## config.mk

```make
export PLATFORM = sky130hd
export DESIGN_NAME = mem_wb
export DESIGN_NICKNAME = d
export VERILOG_FILES = /design/src/rtl/mem_wb.sv
export SDC_FILE = /design/constraint.sdc
export NUM_CORES = 1
export LEC_CHECK = 0
export BUFFER_PORTS_ARGS = -buffer_cell sky130_fd_sc_hd__buf_2
export CAP_MARGIN = 30
export CORE_AREA = 2 2 136 138
export CTS_BUF_LIST = sky130_fd_sc_hd__clkbuf_2 sky130_fd_sc_hd__clkbuf_4 sky130_fd_sc_hd__clkbuf_8
export CTS_CLUSTER_SIZE = 28
export DETAILED_ROUTE_END_ITERATION = 12
export DIE_AREA = 0 0 138 140
export PLACE_DENSITY = 0.71
export SLEW_MARGIN = 20
export SYNTH_ARGS = -nofsm -noshare
export SYNTH_HDL_FRONTEND = slang
export SYNTH_SLANG_ARGS = --single-unit
```

## constraint.sdc

```tcl
create_clock -name clk -period 2.31 [get_ports clk]
set_clock_uncertainty 0.05 [all_clocks]
set_input_delay 0.3465 -clock clk [delete_from_list [all_inputs] [get_ports clk]]
set_output_delay 0.3465 -clock clk [all_outputs]
set_load 0.005 [all_outputs]
```

## src/rtl/mem_wb.sv

```systemverilog
// MEM stage control and MEM/WB pipeline register: waits for load data, then extracts and extends it.
// Optional misaligned-load trap: define MEM_LOAD_MISALIGN_CHK_EN (adds the wb_load_misal output).
module mem_wb #(
  parameter int XLEN          = 32,
  parameter int RF_ADDR_WIDTH = 5
) (
  input  logic                     clk,
  input  logic                     rst_n,
  input  logic                     pipe_flush,
  input  logic                     ex_mem_valid,
  output logic                     mem_allowin,
  output logic                     mem_valid,
  input  logic                     wb_allowin,
  output logic                     mem_wb_valid,
  input  logic [XLEN-1:0]          mem_pc,
  input  logic [XLEN-1:0]          mem_inst,
  input  logic                     mem_req_rf,
  input  logic [RF_ADDR_WIDTH-1:0] mem_rf_waddr,
  input  logic [XLEN-1:0]          mem_alu_res,
  input  logic                     mem_is_load,
  input  logic [1:0]               mem_ls_addr_2low,
  input  logic [4:0]               mem_l_mask,
  input  logic                     mem_exp_flag,
  input  logic                     load_rsp_valid,
  input  logic [XLEN-1:0]          load_rsp_data,
  output logic                     wb_valid,
  output logic [XLEN-1:0]          wb_pc,
  output logic [XLEN-1:0]          wb_inst,
  output logic                     wb_req_rf,
  output logic [RF_ADDR_WIDTH-1:0] wb_rf_waddr,
  output logic [XLEN-1:0]          wb_rf_wdata,
`ifdef MEM_LOAD_MISALIGN_CHK_EN
  output logic                     wb_load_misal,
`endif
  output logic                     wb_exp_flag
);

  typedef enum logic [1:0] {S_IDLE, S_WAIT, S_HOLD} state_e;

  typedef struct packed {
    logic [XLEN-1:0]          pc;
    logic [XLEN-1:0]          inst;
    logic                     req_rf;
    logic [RF_ADDR_WIDTH-1:0] waddr;
    logic [XLEN-1:0]          wdata;
    logic                     exp;
    logic                     misal;
  } wb_pay_t;

  state_e          state_q, state_d;
  logic            mem_valid_q, mem_valid_d;
  logic            wb_valid_q, wb_valid_d;
  logic            drop_q, drop_d;
  logic [XLEN-1:0] rsp_buf_q, rsp_buf_d;
  wb_pay_t         wb_q, wb_d;

  logic            misal, need_rsp, load_active, rsp_ok, mem_ready_go, rsp_cap;
  logic [XLEN-1:0] src, wdata;
  logic [7:0]      byte_v;
  logic [15:0]     half_v;

`ifdef MEM_LOAD_MISALIGN_CHK_EN
  assign misal = mem_is_load &&
                 (((mem_l_mask[1] || mem_l_mask[4]) && mem_ls_addr_2low[0]) ||
                  (mem_l_mask[2] && (mem_ls_addr_2low != 2'b00)));
`else
  assign misal = 1'b0;
`endif

  assign need_rsp     = mem_is_load && !mem_exp_flag && !misal;
  assign load_active  = mem_valid_q && need_rsp;
  // A response owed to a flushed load is swallowed so it cannot complete a younger load.
  assign rsp_ok       = load_rsp_valid && !drop_q;
  assign mem_ready_go = !need_rsp || (state_q == S_HOLD) || rsp_ok;
  assign mem_wb_valid = mem_valid_q && mem_ready_go;
  assign mem_allowin  = !mem_valid_q || (mem_ready_go && wb_allowin);
  assign mem_valid    = mem_valid_q;

  // FSM: state register
  always_ff @(posedge clk or negedge rst_n) begin
    if (!rst_n) state_q <= S_IDLE;
    else        state_q <= state_d;
  end

  // FSM: next state
  always_comb begin
    state_d = state_q;
    unique case (state_q)
      S_IDLE, S_WAIT: begin
        if (!load_active)  state_d = S_IDLE;
        else if (!rsp_ok)  state_d = S_WAIT;
        else               state_d = wb_allowin ? S_IDLE : S_HOLD;
      end
      S_HOLD:  if (wb_allowin) state_d = S_IDLE;
      default: state_d = S_IDLE;
    endcase
    if (pipe_flush) state_d = S_IDLE;
  end

  // FSM: outputs
  always_comb begin
    rsp_cap   = (state_q != S_HOLD) && load_active && rsp_ok && !wb_allowin && !pipe_flush;
    rsp_buf_d = rsp_cap ? load_rsp_data : rsp_buf_q;
    drop_d    = (drop_q || (pipe_flush && load_active && state_q != S_HOLD)) && !load_rsp_valid;
    src       = (state_q == S_HOLD) ? rsp_buf_q : load_rsp_data;
  end

  always_comb begin
    byte_v = src[{mem_ls_addr_2low, 3'b000} +: 8];
    half_v = src[{mem_ls_addr_2low[1], 4'b0000} +: 16];
    if (!mem_is_load)       wdata = mem_alu_res;
    else if (mem_l_mask[0]) wdata = {{(XLEN-8){byte_v[7]}}, byte_v};
    else if (mem_l_mask[1]) wdata = {{(XLEN-16){half_v[15]}}, half_v};
    else if (mem_l_mask[3]) wdata = {{(XLEN-8){1'b0}}, byte_v};
    else if (mem_l_mask[4]) wdata = {{(XLEN-16){1'b0}}, half_v};
    else                    wdata = src;
  end

  always_comb begin
    mem_valid_d = mem_valid_q;
    wb_valid_d  = wb_valid_q;
    wb_d        = wb_q;
    if (pipe_flush) begin
      mem_valid_d = 1'b0;
      wb_valid_d  = 1'b0;
      wb_d        = '0;
    end else begin
      if (mem_allowin) mem_valid_d = ex_mem_valid;
      if (wb_allowin)  wb_valid_d  = mem_wb_valid;
      if (mem_wb_valid && wb_allowin) begin
        wb_d.pc     = mem_pc;
        wb_d.inst   = mem_inst;
        wb_d.req_rf = mem_req_rf && !mem_exp_flag && !misal;
        wb_d.waddr  = mem_rf_waddr;
        wb_d.wdata  = wdata;
        wb_d.exp    = mem_exp_flag || misal;
        wb_d.misal  = misal;
      end
    end
  end

  always_ff @(posedge clk or negedge rst_n) begin
    if (!rst_n) begin
      mem_valid_q <= 1'b0;
      wb_valid_q  <= 1'b0;
      drop_q      <= 1'b0;
      rsp_buf_q   <= '0;
      wb_q        <= '0;
    end else begin
      mem_valid_q <= mem_valid_d;
      wb_valid_q  <= wb_valid_d;
      drop_q      <= drop_d;
      rsp_buf_q   <= rsp_buf_d;
      wb_q        <= wb_d;
    end
  end

  assign wb_valid    = wb_valid_q;
  assign wb_pc       = wb_q.pc;
  assign wb_inst     = wb_q.inst;
  assign wb_req_rf   = wb_q.req_rf && wb_valid_q;
  assign wb_rf_waddr = wb_q.waddr;
  assign wb_rf_wdata = wb_q.wdata;
  assign wb_exp_flag = wb_q.exp;
`ifdef MEM_LOAD_MISALIGN_CHK_EN
  assign wb_load_misal = wb_q.misal;
`else
  logic unused_misal;
  assign unused_misal = wb_q.misal;
`endif

endmodule

```

==> impl_results.md <==
* Largest cells by area after synthesis: dfrtp_1 (45%), buf_4 (9.9%), mux4_2 (8.3%)
* Synth warn at 0
* Max-slew headroom at 64.6%
* Slowest stage delay, CP at approximately 0.8 ns
* Drt drc at 0
* Max Fclk at around 450 MHz
* Port Buffer Count at around 250
* Max VDD drop at roughly 0.00032 V
* Final ANT Viol Nets at 0
* Die area at 19300 um2
* Min cycle time layout at about 2.2 ns
* Largest net degree at the start of global routing at just over 70
* Setup TNS at 0 ns
* Worst Max-Slew Pin Slew at between 0.5 and 0.6 ns
* # rows at roughly 50
* Core Footprint at 17800 um2
* Hold path cells at 2
* Crit-path max FO at 17
* Req. time, crit path at 2.59 ns
* Starting Density at about 44%
* Pre-CTS setup slack at slightly above 0.1 ns
* Worst-path clk slew at ~0.09 ns
* Post-CTS Setup Inserts at 0
* # fillers at between 1500 and 2000
* Layout net count at about 900
* Seq/Total Area, Yosys at 44.6%
* Total number of vias at about 5800
* Reg2reg start: state_q[1]
* Critical path class: reg2reg
* Synth top area share at between 40 and 50%
* RSZ-0062 raised after global routing: false
* CP max stage cell: mux4_2
* Reg2Reg Depth at 4
* Initial antenna violation count at 2
* Cells after synthesis at 607
* DR iter-0 viols at roughly 380
* Startpoint Class: flop
* Post-synth ARST share at between 90% and 100%
* Leak at 4.48 nW
* Clock Root Buffer: clkbuf_8
* Most frequent cells in the layout: buf_2 (253), dfrtp_1 (140), a22o_1 (70)
* Setup WS post-layout at between 0.06 and 0.07 ns
* PnR Total Power at roughly 5.6 mW
* FF+latch count, synth at between 100 and 150
* Hold Path Sink: wb_inst[25]
* Vias per cell at 5.76
* Worst-path cell chain: nor2b_4, mux4_2, a221oi_1, o32ai_2
* Max-slew violations at 0
* Worst hold path type: in2reg
* Routed WL per cell at ~21 um
* First-pass GRT wire length at around 33000 um
* Post-synth top area cell: dfrtp_1
* Clk buf depth at 2
* Psw at roughly 1.7 mW
* Main flop type after synthesis: dfrtp_1
* HP Start: mem_inst[25]
* Leading cell type in the layout, fill and taps excluded: buf_2
* Post-Route WL at around 21000 um
* GP Congestion at about 0.84
* CTS Buf Count at 17
* Part of the power in registers at around half
* Final Setup Violations at 0
* Status: completed
* GRT Total Usage at between 20 and 25%
* MaxCap Viol Count at 0
* Net Sw Frac at approximately 30%
* Delay-heaviest family, CP: multiplexers
* DP HPWL at around 15000 um
* Die X at 138 um
* DR pass1 iterations at 5
* Buf+Inv Stages, Crit Path at 0
* Final hold vios at 0
* Clk pwr share at between 30 and 40%
* Final Cycle Share at a little over nine tenths
* Nature of the critical path endpoint: flop
* Post-synthesis cell type count at 47
* Area Growth Syn to Fin at 15.9%
* Skew-Pair Late Insertion Delay at around 0.46 ns
* IO Count at about 260
* R2R Setup Slk at 0.07 ns
* TritonCTS clock tree: done
* Syn avg cell area at ~13 um2
* Gate power share at 16.1%
* RR Endpoint: wb_rf_wdata[19]
* Mapped Area at 7850 um2
* Die Y at around 140 um
* Number of global-route vias before repair at between 5000 and 6000
* Share of layout cells above drive strength 1 at between 50% and 60%
* Synthesized Nets at between 700 and 800
* # H-tree levels at 4
* Cell Int Power at 3.95 mW
* Number of flops mapped to enable cells by yosys at 0
* TritonCTS Sinks at 140
* WP data arrival at between 2 and 3 ns
* Power density over the cells at 618 nW/um2
* Overflow after GRT at 0
per-layer routing:
metal	part of all wire, %	up-vias	global-route usage [%]	routed length [um]
li1	-	2565	-	-
met1	42	2904	28.6	8770
met2	49	274	35.1	10200
met3	7.2	36	5.03	1510
met4	2.4	2	7.89	500
met5	0.048	-	0	10
cell families after synthesis:
| family | count (synthesis) | synth area share (%) |
|---|---|---|
| simple gates | 34 | 2.66 |
| flops | 140 | 44.6 |
| compound gates | 195 | 22.9 |
| mux | 79 | 15.5 |
| buf+inv | 159 | 14.3 |
worst reg2reg max path, cell delays in order (launching register included):
cell and delay, ns:
dfrtp_1 0.42, nor2b_4 0.28, mux4_2 0.79, a221oi_1 0.46, o32ai_2 0.12
power by group through the flow:
| stage | Clock, mW | Combinational [mW] | Sequential [mW] |
|---|---|---|---|
| 3_5_place_dp | 0 | 0.898 | 2.77 |
| 5_1_grt | 2.14 | 0.980 | 2.74 |
| 6_report | 1.99 | 0.902 | 2.72 |
| 2_1_floorplan | 0 | 0.599 | 2.73 |
| 3_3_place_gp | 0 | 0.887 | 2.76 |
| 4_1_cts | 2.04 | 0.907 | 2.72 |
Yosys cell counts (4+ instances only):
| master | count |
|---|---|
| mux2_2 | 46 |
| a22o_1 | 70 |
| clkbuf_1 | 18 |
| a221oi_2 | 10 |
| nor2_1 | 8 |
| nand2_1 | 5 |
| nand2b_1 | 5 |
| a221oi_1 | 7 |
| mux4_2 | 29 |
| buf_2 | 16 |
| o22ai_1 | 14 |
| buf_4 | 103 |
| dfrtp_1 | 140 |
| o32ai_1 | 5 |
| a22oi_1 | 32 |
| o21ai_0 | 10 |
| buf_6 | 16 |
| a21oi_1 | 10 |
| nor2b_1 | 4 |
| o32ai_2 | 20 |
| inv_1 | 6 |
worst max-delay path by stage:
stage	from	endpoint	slack (ns)	depth (start not counted)
final	state_q[1]	wb_rf_wdata[19]	0.07	4
after global routing	state_q[1]	wb_rf_wdata[19]	0.002	4
after CTS	load_rsp_valid	mem_allowin	0.003	6
after detailed placement	state_q[1]	wb_rf_wdata[17]	0.10	4
after global placement	state_q[1]	wb_rf_wdata[17]	0.15	4
after floorplan	state_q[1]	wb_rf_wdata[22]	0.41	5
sequential cells by signal, summed over array words and instances, names as in the netlist:
name         cells
drop_q           1
wb_pc           32
wb_q             1
wb_inst         32
wb_rf_wdata     32
wb_rf_waddr      5
wb_exp_flag      1
rsp_buf_q       32
wb_valid         1
mem_valid        1
state_q          2
area by class of cell:
class                      count  area (um2)  area share, %
sequential                   140        3500           38.5
multi-input combinational    308        3260           35.9
timing repair buffer         287        1630           17.9
tap                          229         287           3.15
clock buffer                  17         234           2.57
clock inverter                15         151           1.66
inverter                       6        22.5          0.248
antenna                        1        2.50         0.0275
metrics by stage:
step / cells / hold WS (ns) / utilization [%] / area (um2)
after floorplan: 607 / 0.000909 / - / 7850
after global placement: 968 / 0.276 / 48.8 / 8670
after detailed placement: 968 / 0.275 / 48.8 / 8670
after CTS: 1002 / 0.0128 / 51.1 / 9080
after global routing: 1002 / 0.0248 / 51.1 / 9090
final: 1003 / 0.0437 / 51.2 / 9090
timing repair:
| action | CTS | global route |
|---|---|---|
| hold buffers | 2 | 0 |
| endpoints found under the hold margin | 46 | 0 |
| gates resized for setup | 0 | 2 |
| endpoints found under the setup margin | 0 | 1 |
(Power assumes the default switching activity.)
